===== config.mk =====
export PLATFORM = sky130hd
export DESIGN_NAME = cpu_bus_responder_flat
export DESIGN_NICKNAME = d
export VERILOG_FILES = /design/src/rtl/cpu_bus_responder_if.sv /design/src/rtl/cpu_bus_responder.sv /design/src/flat_wrapper.sv
export SDC_FILE = /design/constraint.sdc
export NUM_CORES = 1
export LEC_CHECK = 0
export CAP_MARGIN = 20
export CORE_UTILIZATION = 45
export DETAILED_ROUTE_END_ITERATION = 7
export PLACE_DENSITY = 0.67
export SYNTH_ARGS = -nofsm -noshare
export SYNTH_HDL_FRONTEND = slang
export SYNTH_SLANG_ARGS = --single-unit

===== constraint.sdc =====
create_clock -name clk -period 3.8 [get_ports clk]
set_input_delay 0.57 -clock clk [delete_from_list [all_inputs] [get_ports clk]]
set_output_delay 0.57 -clock clk [all_outputs]
set_load 0.02 [all_outputs]

===== src/rtl/cpu_bus_responder_if.sv =====
// rtl/cpu_bus_responder_if.sv - CPU bus and backing-memory port bundle for cpu_bus_responder
// slave is the responder's view; master is the CPU core plus backing memory.
interface cpu_bus_responder_if #(
   parameter int WFIFO_DEPTH = 4
);
   localparam int CNT_W = $clog2(WFIFO_DEPTH) + 1;

   logic [7:0]       cpuAddrHigh;
   logic [7:0]       cpuAddrLow;
   logic             cpuReadNotWrite;
   logic [7:0]       cpuDataOut;
   logic             cpuSync;
   logic [7:0]       cpuDataIn;
   logic             cpuReady;

   logic             memReq;
   logic             memWe;
   logic [15:0]      memAddr;
   logic [7:0]       memWdata;
   logic [7:0]       memRdata;
   logic             memAck;

   logic [15:0]      lastFetchAddr;
   logic [CNT_W-1:0] wfifoCount;
   logic             overflowErr;

   modport slave (
      input  cpuAddrHigh, cpuAddrLow, cpuReadNotWrite, cpuDataOut, cpuSync,
      input  memRdata, memAck,
      output cpuDataIn, cpuReady,
      output memReq, memWe, memAddr, memWdata,
      output lastFetchAddr, wfifoCount, overflowErr
   );

   modport master (
      output cpuAddrHigh, cpuAddrLow, cpuReadNotWrite, cpuDataOut, cpuSync,
      output memRdata, memAck,
      input  cpuDataIn, cpuReady,
      input  memReq, memWe, memAddr, memWdata,
      input  lastFetchAddr, wfifoCount, overflowErr
   );
endinterface


===== src/rtl/cpu_bus_responder.sv =====
// rtl/cpu_bus_responder.sv - 8227 CPU bus responder bridging to a req/ack memory port
// Reads stall the core via cpuReady; writes are posted into a FIFO and drained in the background.
module cpu_bus_responder #(
   parameter int WFIFO_DEPTH = 4
) (
   input  logic clk,
   input  logic nrst,
   cpu_bus_responder_if.slave bus
);
   localparam int PTR_W = $clog2(WFIFO_DEPTH);
   localparam int CNT_W = PTR_W + 1;

   localparam logic [1:0] S_IDLE    = 2'd0;
   localparam logic [1:0] S_WR_REQ  = 2'd1;
   localparam logic [1:0] S_RD_REQ  = 2'd2;
   localparam logic [1:0] S_RD_DONE = 2'd3;

   logic [15:0]      cpu_addr;
   logic             cpu_write;
   logic             cpu_ready;

   logic [1:0]       state_q, state_d;
   logic [15:0]      rd_addr_q, rd_addr_d;
   logic [7:0]       data_q, data_d;
   logic [15:0]      last_fetch_q, last_fetch_d;
   logic             overflow_q, overflow_d;

   logic             mem_req_q, mem_req_d;
   logic             mem_we_q, mem_we_d;
   logic [15:0]      mem_addr_q, mem_addr_d;
   logic [7:0]       mem_wdata_q, mem_wdata_d;

   logic [23:0]      fifo_q [WFIFO_DEPTH];
   logic [PTR_W-1:0] wr_ptr_q, wr_ptr_d;
   logic [PTR_W-1:0] rd_ptr_q, rd_ptr_d;
   logic [CNT_W-1:0] count_q, count_d;
   logic             fifo_full;
   logic             fifo_empty;
   logic             push;
   logic             pop;
   logic [23:0]      fifo_head;

   assign cpu_addr   = {bus.cpuAddrHigh, bus.cpuAddrLow};
   assign cpu_write  = ~bus.cpuReadNotWrite;

   assign fifo_full  = (count_q == CNT_W'(WFIFO_DEPTH));
   assign fifo_empty = (count_q == '0);
   assign fifo_head  = fifo_q[rd_ptr_q];

   // A full FIFO drops the write even if the head retires this same cycle.
   assign push       = cpu_write & ~fifo_full;
   assign pop        = (state_q == S_WR_REQ) & bus.memAck;

   assign cpu_ready  = (state_q == S_RD_DONE) & bus.cpuReadNotWrite & (cpu_addr == rd_addr_q);

   always_comb begin
      wr_ptr_d   = wr_ptr_q;
      rd_ptr_d   = rd_ptr_q;
      count_d    = count_q;
      overflow_d = overflow_q;
      if (push) begin
         wr_ptr_d = wr_ptr_q + PTR_W'(1);
      end
      if (pop) begin
         rd_ptr_d = rd_ptr_q + PTR_W'(1);
      end
      case ({push, pop})
         2'b10:   count_d = count_q + CNT_W'(1);
         2'b01:   count_d = count_q - CNT_W'(1);
         default: count_d = count_q;
      endcase
      if (cpu_write && fifo_full) begin
         overflow_d = 1'b1;
      end
   end

   always_comb begin
      state_d      = state_q;
      rd_addr_d    = rd_addr_q;
      data_d       = data_q;
      last_fetch_d = last_fetch_q;
      mem_req_d    = mem_req_q;
      mem_we_d     = mem_we_q;
      mem_addr_d   = mem_addr_q;
      mem_wdata_d  = mem_wdata_q;
      case (state_q)
         S_IDLE: begin
            // Draining first keeps a read from overtaking an earlier posted write.
            if (!fifo_empty) begin
               state_d     = S_WR_REQ;
               mem_req_d   = 1'b1;
               mem_we_d    = 1'b1;
               mem_addr_d  = fifo_head[23:8];
               mem_wdata_d = fifo_head[7:0];
            end else if (bus.cpuReadNotWrite) begin
               state_d    = S_RD_REQ;
               rd_addr_d  = cpu_addr;
               mem_req_d  = 1'b1;
               mem_we_d   = 1'b0;
               mem_addr_d = cpu_addr;
            end
         end
         S_WR_REQ: begin
            if (bus.memAck) begin
               state_d   = S_IDLE;
               mem_req_d = 1'b0;
               mem_we_d  = 1'b0;
            end
         end
         S_RD_REQ: begin
            if (bus.memAck) begin
               state_d   = S_RD_DONE;
               data_d    = bus.memRdata;
               mem_req_d = 1'b0;
            end
         end
         S_RD_DONE: begin
            // A moved address falls back to IDLE, which reissues the read.
            if (cpu_ready && bus.cpuSync) begin
               last_fetch_d = cpu_addr;
            end
            state_d = S_IDLE;
         end
         default: begin
            state_d   = S_IDLE;
            mem_req_d = 1'b0;
            mem_we_d  = 1'b0;
         end
      endcase
   end

   always_ff @(posedge clk or negedge nrst) begin
      if (!nrst) begin
         state_q      <= S_IDLE;
         rd_addr_q    <= '0;
         data_q       <= '0;
         last_fetch_q <= '0;
         overflow_q   <= 1'b0;
         mem_req_q    <= 1'b0;
         mem_we_q     <= 1'b0;
         mem_addr_q   <= '0;
         mem_wdata_q  <= '0;
         wr_ptr_q     <= '0;
         rd_ptr_q     <= '0;
         count_q      <= '0;
      end else begin
         state_q      <= state_d;
         rd_addr_q    <= rd_addr_d;
         data_q       <= data_d;
         last_fetch_q <= last_fetch_d;
         overflow_q   <= overflow_d;
         mem_req_q    <= mem_req_d;
         mem_we_q     <= mem_we_d;
         mem_addr_q   <= mem_addr_d;
         mem_wdata_q  <= mem_wdata_d;
         wr_ptr_q     <= wr_ptr_d;
         rd_ptr_q     <= rd_ptr_d;
         count_q      <= count_d;
      end
   end

   // Entry storage is only ever read behind the occupancy count, so it needs no reset.
   always_ff @(posedge clk) begin
      if (push) begin
         fifo_q[wr_ptr_q] <= {cpu_addr, bus.cpuDataOut};
      end
   end

   assign bus.cpuDataIn     = data_q;
   assign bus.cpuReady      = cpu_ready;
   assign bus.memReq        = mem_req_q;
   assign bus.memWe         = mem_we_q;
   assign bus.memAddr       = mem_addr_q;
   assign bus.memWdata      = mem_wdata_q;
   assign bus.lastFetchAddr = last_fetch_q;
   assign bus.wfifoCount    = count_q;
   assign bus.overflowErr   = overflow_q;
endmodule


===== src/flat_wrapper.sv =====
// flat-port wrapper written by rule: the top's interface ports become plain ports
module cpu_bus_responder_flat 
#(
   parameter int WFIFO_DEPTH = 4
)
  (clk, nrst, bus_cpuAddrHigh, bus_cpuAddrLow, bus_cpuReadNotWrite, bus_cpuDataOut, bus_cpuSync, bus_memRdata, bus_memAck, bus_cpuDataIn, bus_cpuReady, bus_memReq, bus_memWe, bus_memAddr, bus_memWdata, bus_lastFetchAddr, bus_wfifoCount, bus_overflowErr);
  cpu_bus_responder_if #(.WFIFO_DEPTH(WFIFO_DEPTH)) bus_i ();
  input  logic clk;
  input  logic nrst;
  input wire logic [$bits(bus_i.cpuAddrHigh)-1:0] bus_cpuAddrHigh;
  input wire logic [$bits(bus_i.cpuAddrLow)-1:0] bus_cpuAddrLow;
  input wire logic [$bits(bus_i.cpuReadNotWrite)-1:0] bus_cpuReadNotWrite;
  input wire logic [$bits(bus_i.cpuDataOut)-1:0] bus_cpuDataOut;
  input wire logic [$bits(bus_i.cpuSync)-1:0] bus_cpuSync;
  input wire logic [$bits(bus_i.memRdata)-1:0] bus_memRdata;
  input wire logic [$bits(bus_i.memAck)-1:0] bus_memAck;
  output wire logic [$bits(bus_i.cpuDataIn)-1:0] bus_cpuDataIn;
  output wire logic [$bits(bus_i.cpuReady)-1:0] bus_cpuReady;
  output wire logic [$bits(bus_i.memReq)-1:0] bus_memReq;
  output wire logic [$bits(bus_i.memWe)-1:0] bus_memWe;
  output wire logic [$bits(bus_i.memAddr)-1:0] bus_memAddr;
  output wire logic [$bits(bus_i.memWdata)-1:0] bus_memWdata;
  output wire logic [$bits(bus_i.lastFetchAddr)-1:0] bus_lastFetchAddr;
  output wire logic [$bits(bus_i.wfifoCount)-1:0] bus_wfifoCount;
  output wire logic [$bits(bus_i.overflowErr)-1:0] bus_overflowErr;
  assign bus_i.cpuAddrHigh = bus_cpuAddrHigh;
  assign bus_i.cpuAddrLow = bus_cpuAddrLow;
  assign bus_i.cpuReadNotWrite = bus_cpuReadNotWrite;
  assign bus_i.cpuDataOut = bus_cpuDataOut;
  assign bus_i.cpuSync = bus_cpuSync;
  assign bus_i.memRdata = bus_memRdata;
  assign bus_i.memAck = bus_memAck;
  assign bus_cpuDataIn = bus_i.cpuDataIn;
  assign bus_cpuReady = bus_i.cpuReady;
  assign bus_memReq = bus_i.memReq;
  assign bus_memWe = bus_i.memWe;
  assign bus_memAddr = bus_i.memAddr;
  assign bus_memWdata = bus_i.memWdata;
  assign bus_lastFetchAddr = bus_i.lastFetchAddr;
  assign bus_wfifoCount = bus_i.wfifoCount;
  assign bus_overflowErr = bus_i.overflowErr;
  cpu_bus_responder #(.WFIFO_DEPTH(WFIFO_DEPTH)) u_core (.clk(clk), .nrst(nrst), .bus(bus_i));
endmodule

==> reports/metrics.csv, run 1 <==
stage;metric;value;unit
timing;slew_headroom;0.379;
logic_synthesis;postSynthAreaPerCell;16.7;um^2
detailed_routing;initialDrtViolationCount;238;
detailed_routing;wl_per_cell;19.5;um
finish;fin_util;0.575;
cts;cts_inserted_buffers;17;
worst_hold_path;hold_path.class;in -> async;
timing;hold_violations;0;
detailed_routing;drt-total-wl;14.1;mm
detailed_routing;wl_met1;6.41;mm
run_status;status;finished clean;
timing;fin_skew;0.00702;ns
cts;clk_pin_slew_worst_paths;0.06;ns
worst_setup_path;crit_fanout;8;
worst_setup_path;cp-end-kind;primary output;
timing;fin_crit;3.26;ns
global_route;grt_pass1_vias;4107;
worst_setup_path;start_kind;primary input;
pwr;peakVddDrop;364;uV
timing;fin_crit_sh;0.857;
finish;layoutNonFillerInstCount;721;
cts;postCtsResizedCells;0;
logic_synthesis;ys_types;40;
finish;nFillCells;1199;
timing;setup_viol;0;
finish;final_common_cell;edfxtp_1;
detailed_routing;postRouteAntennaNets;0;
finish;final_area;8710;um^2
die;rows;45;
timing;drv_slew;0;
pwr;powerDensity;800;nW/um^2
global_route;grt_max_degree;62;
placed_design;place_area;8130;um^2
cts;h-tree-depth;4;
logic_synthesis;synth_warnings;0;
cts;cts_tree;done;
global_route;antenna_found_initial;0;
detailed_routing;met2_length;6.81;mm
die;core;15100;um^2
cts;clock-sinks;172;
timing;whs;0.237;ns
global_route;grt-ovfl-total;0;
global_route;groute.usage.overall;0.193;
die;start_util;0.458;
logic_synthesis;yosysTopAreaCellShare;0.415;
cts;ctsHoldBuffers;0;
timing;fin_setup_tns;0;ns
flow_run;drv_cap;0;
timing;worst_slew_pin_slew;0.931;ns
placed_design;dp_cells;690;
global_route;grt_pass1_wl;22.8;mm
finish;area_delta_synth_final;25.6;%
placed_design;port_buffers;91;
detailed_routing;dr.max_layer_used;met4;
timing;rsz0062_at_grt;no;
timing;fmax;307;MHz
finish;antenna-diode-count;0;
die;die_area;15900;um^2
detailed_routing;via_per_inst;5.40;
logic_synthesis;seq_area_frac_synth;0.689;
pwr;p_leak;3.33;nW
logic_synthesis;netlist_top_cells_area;edfxtp_1 (42%), dfrtp_1 (27%), mux4_2 (7.8%), mux2_2 (5.7%), mux2_4 (2.2%);
finish;nets;568;
finish;drive_above_1_share;0.223;
cts;postCtsSetupRepairBufs;0;
logic_synthesis;synth.cell_area;6940;um^2
placed_design;gp_congestion;0.726;
die;num_io_pins;92;
logic_synthesis;synth_area_leader_cell;edfxtp_1;
detailed_routing;dr_wl_met3;618;um
detailed_routing;drtPass1Iterations;4;
detailed_routing;drc;0;
cts;clock_latency;0.42;ns
placed_design;dp_hpwl;8.92;mm
detailed_routing;via_count;3896;
die;die_w;126;um
cts;clockBufferDepth;2;
cts;root_buffer;clkbuf_16;
worst_setup_path;worstSetupPathType;in -> out;
logic_synthesis;synth.net_count;463;
die;die_h;126;um
finish;mostFrequentLayoutCells;edfxtp_1 (96), clkdlybuf4s50_1 (90), dfrtp_1 (75), nand2_1 (37), mux2_2 (35);
logic_synthesis;synth_seq_cells;172;
worst_setup_path;arrival;2.69;ns
finish;multi_input_area;2020;um^2
logic_synthesis;syn-instance-count;416;
finish;regArea;4790;um^2
worst_setup_path;worstPathRequired;3.23;ns
## layout make-up
class,count,share of cell area
Tap cell,188,0.0270
Clock inverter,12,0.0168
Multi-Input combinational cell,214,0.232
Clock buffer,19,0.0508
Timing Repair Buffer,103,0.119
Inverter,13,0.00560
Sequential cell,172,0.549
## state kept, by name (all words and copies together) (netlist names)
name / cells
u_core.bus.cpuDataIn: 8
u_core.bus.lastFetchAddr: 16
u_core.bus.memAddr: 16
u_core.bus.memReq: 1
u_core.bus.memWdata: 8
u_core.bus.memWe: 1
u_core.bus.overflowErr: 1
u_core.bus.wfifoCount: 3
u_core.fifo_q: 96
u_core.rd_addr_q: 16
u_core.rd_ptr_q: 2
u_core.state_q: 2
u_core.wr_ptr_q: 2
## per-stage QoR
step / total power [mW] / worst slack [ns]
6_report: 6.98 / 0.543
5_1_grt: 7.36 / 0.415
4_1_cts: 7.06 / 0.534
3_5_place_dp: 5.32 / 0.560
3_3_place_gp: 5.26 / 0.527
2_1_floorplan: 4.36 / 1.71
## critical path, cell delays in order
cell             delay [ns]
clkdlybuf4s50_1        0.69
xnor2_1                0.17
nand4_1                0.13
nor4_2                 0.29
and3_1                 0.22
clkdlybuf4s50_1        0.61
## where the power goes
group          internal (mW)  switching, mW  leakage [nW]
sequential              2.53          0.369          1.80
clock                   1.04          0.693         0.286
combinational           1.17           1.17          1.24
## cell usage after synthesis
library cell,number
a211oi_2,1
a21oi_1,6
a221o_1,1
a221oi_1,1
a22o_1,2
a31oi_1,11
a32o_1,1
and2_1,4
and3_1,1
buf_1,1
buf_2,7
buf_6,2
clkbuf_1,7
dfrtp_1,76
edfxtp_1,96
fa_1,1
ha_1,9
inv_1,13
mux2_2,35
mux2_4,10
mux4_2,24
nand2_1,37
nand2b_1,1
nand3_4,1
nand4_1,2
nand4_4,1
nor2_1,20
nor2_2,1
nor2b_1,1
nor3_1,2
nor3_2,1
nor3b_1,1
nor4_2,1
o211ai_4,1
o21ai_0,10
o21bai_1,1
o22ai_1,6
or3_1,1
xnor2_1,14
xor2_1,5
## final timing paths
path	startpoint	to	slack (ns)	cells past startpoint
min reg2reg	u_core.bus.overflowErr	u_core.bus.overflowErr	0.49	1
min	nrst	u_core.rd_addr_q[12]	0.24	1
max	bus_cpuAddrLow[0]	bus_cpuReady	0.54	6
min in group clk	u_core.bus.overflowErr	u_core.bus.overflowErr	0.49	1
max reg2reg	u_core.state_q[0]	u_core.bus.lastFetchAddr[11]	1.66	5
max in group asynchronous	nrst	u_core.bus.memWdata[3]	2.79	2
## kinds of logic after synthesis
logic type | after synthesis | share of synthesized area
XOR/XNOR | 19 | 0.0240
buffers and inverters | 30 | 0.0197
multiplexers | 69 | 0.156
adder cells (fa/ha/maj) | 10 | 0.0191
AO/OA/AOI/OAI | 41 | 0.0395
AND/OR/NAND/NOR | 75 | 0.0521
flip-flops | 172 | 0.689
## routing by layer
layer,GRT usage,up-vias
li1,-,1751
met4,0.0801,0
met3,0.0399,18
met2,0.314,113
met5,0,-
met1,0.254,2014
No activity file was read; power rests on OpenSTA's default activity.
==> run 2, diff against run 1 <==
--- a/config.mk
+++ b/config.mk
@@ -8,6 +8,7 @@
 export CAP_MARGIN = 20
 export CORE_UTILIZATION = 45
 export DETAILED_ROUTE_END_ITERATION = 7
+export GPL_TIMING_DRIVEN = 0
 export PLACE_DENSITY = 0.67
 export SYNTH_ARGS = -nofsm -noshare
 export SYNTH_HDL_FRONTEND = slang
==> reports/metrics.csv, run 2 (synthesis gave the netlist of run 1 again) <==
stage;metric;value;unit
run_status;status;finished clean;
timing;hold_violations;0;
detailed_routing;postRouteAntennaNets;0;
placed_design;port_buffers;90;
finish;fin_util;0.583;
die;die_h;126;um
timing;fin_skew;0.00597;ns
timing;slew_headroom;0.442;
timing;fin_crit_sh;0.873;
detailed_routing;initialDrtViolationCount;311;
global_route;antenna_found_initial;0;
worst_setup_path;worstPathRequired;3.23;ns
timing;worst_slew_pin_slew;0.832;ns
cts;clockBufferDepth;2;
detailed_routing;drc;0;
detailed_routing;wl_per_cell;18.8;um
cts;clock-sinks;172;
timing;fmax;301;MHz
global_route;grt-ovfl-total;0;
placed_design;gp_congestion;0.702;
detailed_routing;via_count;3899;
global_route;grt_max_degree;41;
global_route;grt_pass1_wl;22.6;mm
die;die_area;15900;um^2
cts;h-tree-depth;4;
finish;largest_register_ffs;96;
timing;fin_crit;3.32;ns
die;die_w;126;um
cts;postCtsSetupRepairBufs;0;
cts;ctsHoldBuffers;0;
cts;clk_pin_slew_worst_paths;0.06;ns
timing;rsz0062_at_grt;no;
placed_design;place_area;8200;um^2
cts;clock_latency;0.42;ns
die;start_util;0.458;
worst_setup_path;cp-end-kind;primary output;
finish;drive_above_1_share;0.223;
placed_design;dp_hpwl;9.37;mm
global_route;grt_pass1_vias;4073;
finish;top_register;u_core.fifo_q;
finish;antenna-diode-count;0;
pwr;powerDensity;806;nW/um^2
timing;setup_viol;0;
pwr;peakVddDrop;442;uV
finish;nFillCells;1177;
worst_setup_path;start_kind;primary input;
finish;final_area;8830;um^2
die;core;15100;um^2
detailed_routing;drt-total-wl;13.7;mm
global_route;groute.usage.overall;0.192;
flow_run;drv_cap;0;
finish;nets;577;
worst_setup_path;arrival;2.75;ns
die;rows;45;
cts;cts_inserted_buffers;17;
cts;postCtsResizedCells;0;
cts;root_buffer;clkbuf_16;
finish;mostFrequentLayoutCells;edfxtp_1 (96), clkdlybuf4s50_1 (89), dfrtp_1 (76), nand2_1 (37), mux2_2 (35);
timing;drv_slew;0;
detailed_routing;via_per_inst;5.33;
worst_setup_path;worstSetupPathType;in -> out;
finish;final_common_cell;edfxtp_1;
detailed_routing;drtPass1Iterations;4;
worst_setup_path;crit_fanout;7;
worst_hold_path;hold_path.class;in -> async;
cts;cts_tree;done;
die;num_io_pins;92;
pwr;p_leak;3.38;nW
finish;area_delta_synth_final;27.3;%
[run 2: path summary, 6_finish.rpt]
path	startpoint	to	slack, ns	cells past startpoint
worst min-delay path	nrst	u_core.bus.lastFetchAddr[12]	0.13	1
min in group clk	bus_cpuReadNotWrite	u_core.bus.overflowErr	0.42	2
max in group asynchronous	nrst	u_core.bus.memWdata[0]	3.06	2
worst max register to register	u_core.bus.wfifoCount[0]	u_core.fifo_q[2][23]	1.58	4
worst min register to register	u_core.rd_addr_q[13]	u_core.rd_addr_q[13]	0.49	2
worst max-delay path	bus_cpuAddrHigh[3]	bus_cpuReady	0.48	6
[run 2: final cells by class]
type,instances,area (um^2),area share
Sequential cell,172,4780,0.542
Multi-Input combinational cell,214,2020,0.229
Timing Repair Buffer,95,1030,0.116
Clock buffer,18,439,0.0497
Tap cell,188,235,0.0266
Clock inverter,14,190,0.0215
Buffer,17,87.6,0.00992
Inverter,13,48.8,0.00552
[run 2: stage by stage]
stage	hold slack [ns]	cells	power, mW	setup WS [ns]	setup TNS (ns)
final	0.132	731	7.12	0.482	0
after global routing	0.155	731	7.54	0.373	0
after CTS	0.139	731	7.22	0.480	0
after detailed placement	0.470	699	5.37	0.506	0
after global placement	0.463	694	5.20	-0.685	-51.52
after floorplan	0.274	416	4.36	1.71	0
[run 2: worst max-delay path, cell delays in order]
cell and delay (ns):
clkdlybuf4s50_1 0.65, inv_1 0.12, a22o_1 0.25, a211oi_2 0.32
and3_1 0.22, clkdlybuf4s50_1 0.61
[run 2: report_power, final]
part	total, mW	leakage, nW	internal (mW)	switching [mW]
Clock	1.83	0.304	1.12	0.708
Sequential	2.79	1.81	2.53	0.256
Combinational	2.50	1.27	1.21	1.29
[run 2: metal layers]
layer | GRT usage | wire length (um) | vias up
li1 | - | - | 1785
met1 | 0.252 | 6030 | 2000
met2 | 0.315 | 7040 | 104
met3 | 0.0408 | 564 | 10
met4 | 0.0716 | 108 | 0
met5 | 0 | 0 | -
==> run 3, diff against run 2 <==
==> constraint.sdc (replaced) <==
create_clock -name clk -period 3.8 [get_ports clk]
set_input_delay 0.57 -clock clk [delete_from_list [all_inputs] [get_ports clk]]
set_output_delay 0.57 -clock clk [all_outputs]
set_load 0.005 [all_outputs]
==> results of run 3 <==
The final DEF is identical to that of run 2. Status: finished clean.
Main changes from that run: setup slack after placement 0.506 ns -> 0.608 ns; setup slack after layout 0.482 ns -> 0.585 ns; total power 7.12 mW -> 6.88 mW; worst IR drop on VDD 442 uV -> 440 uV
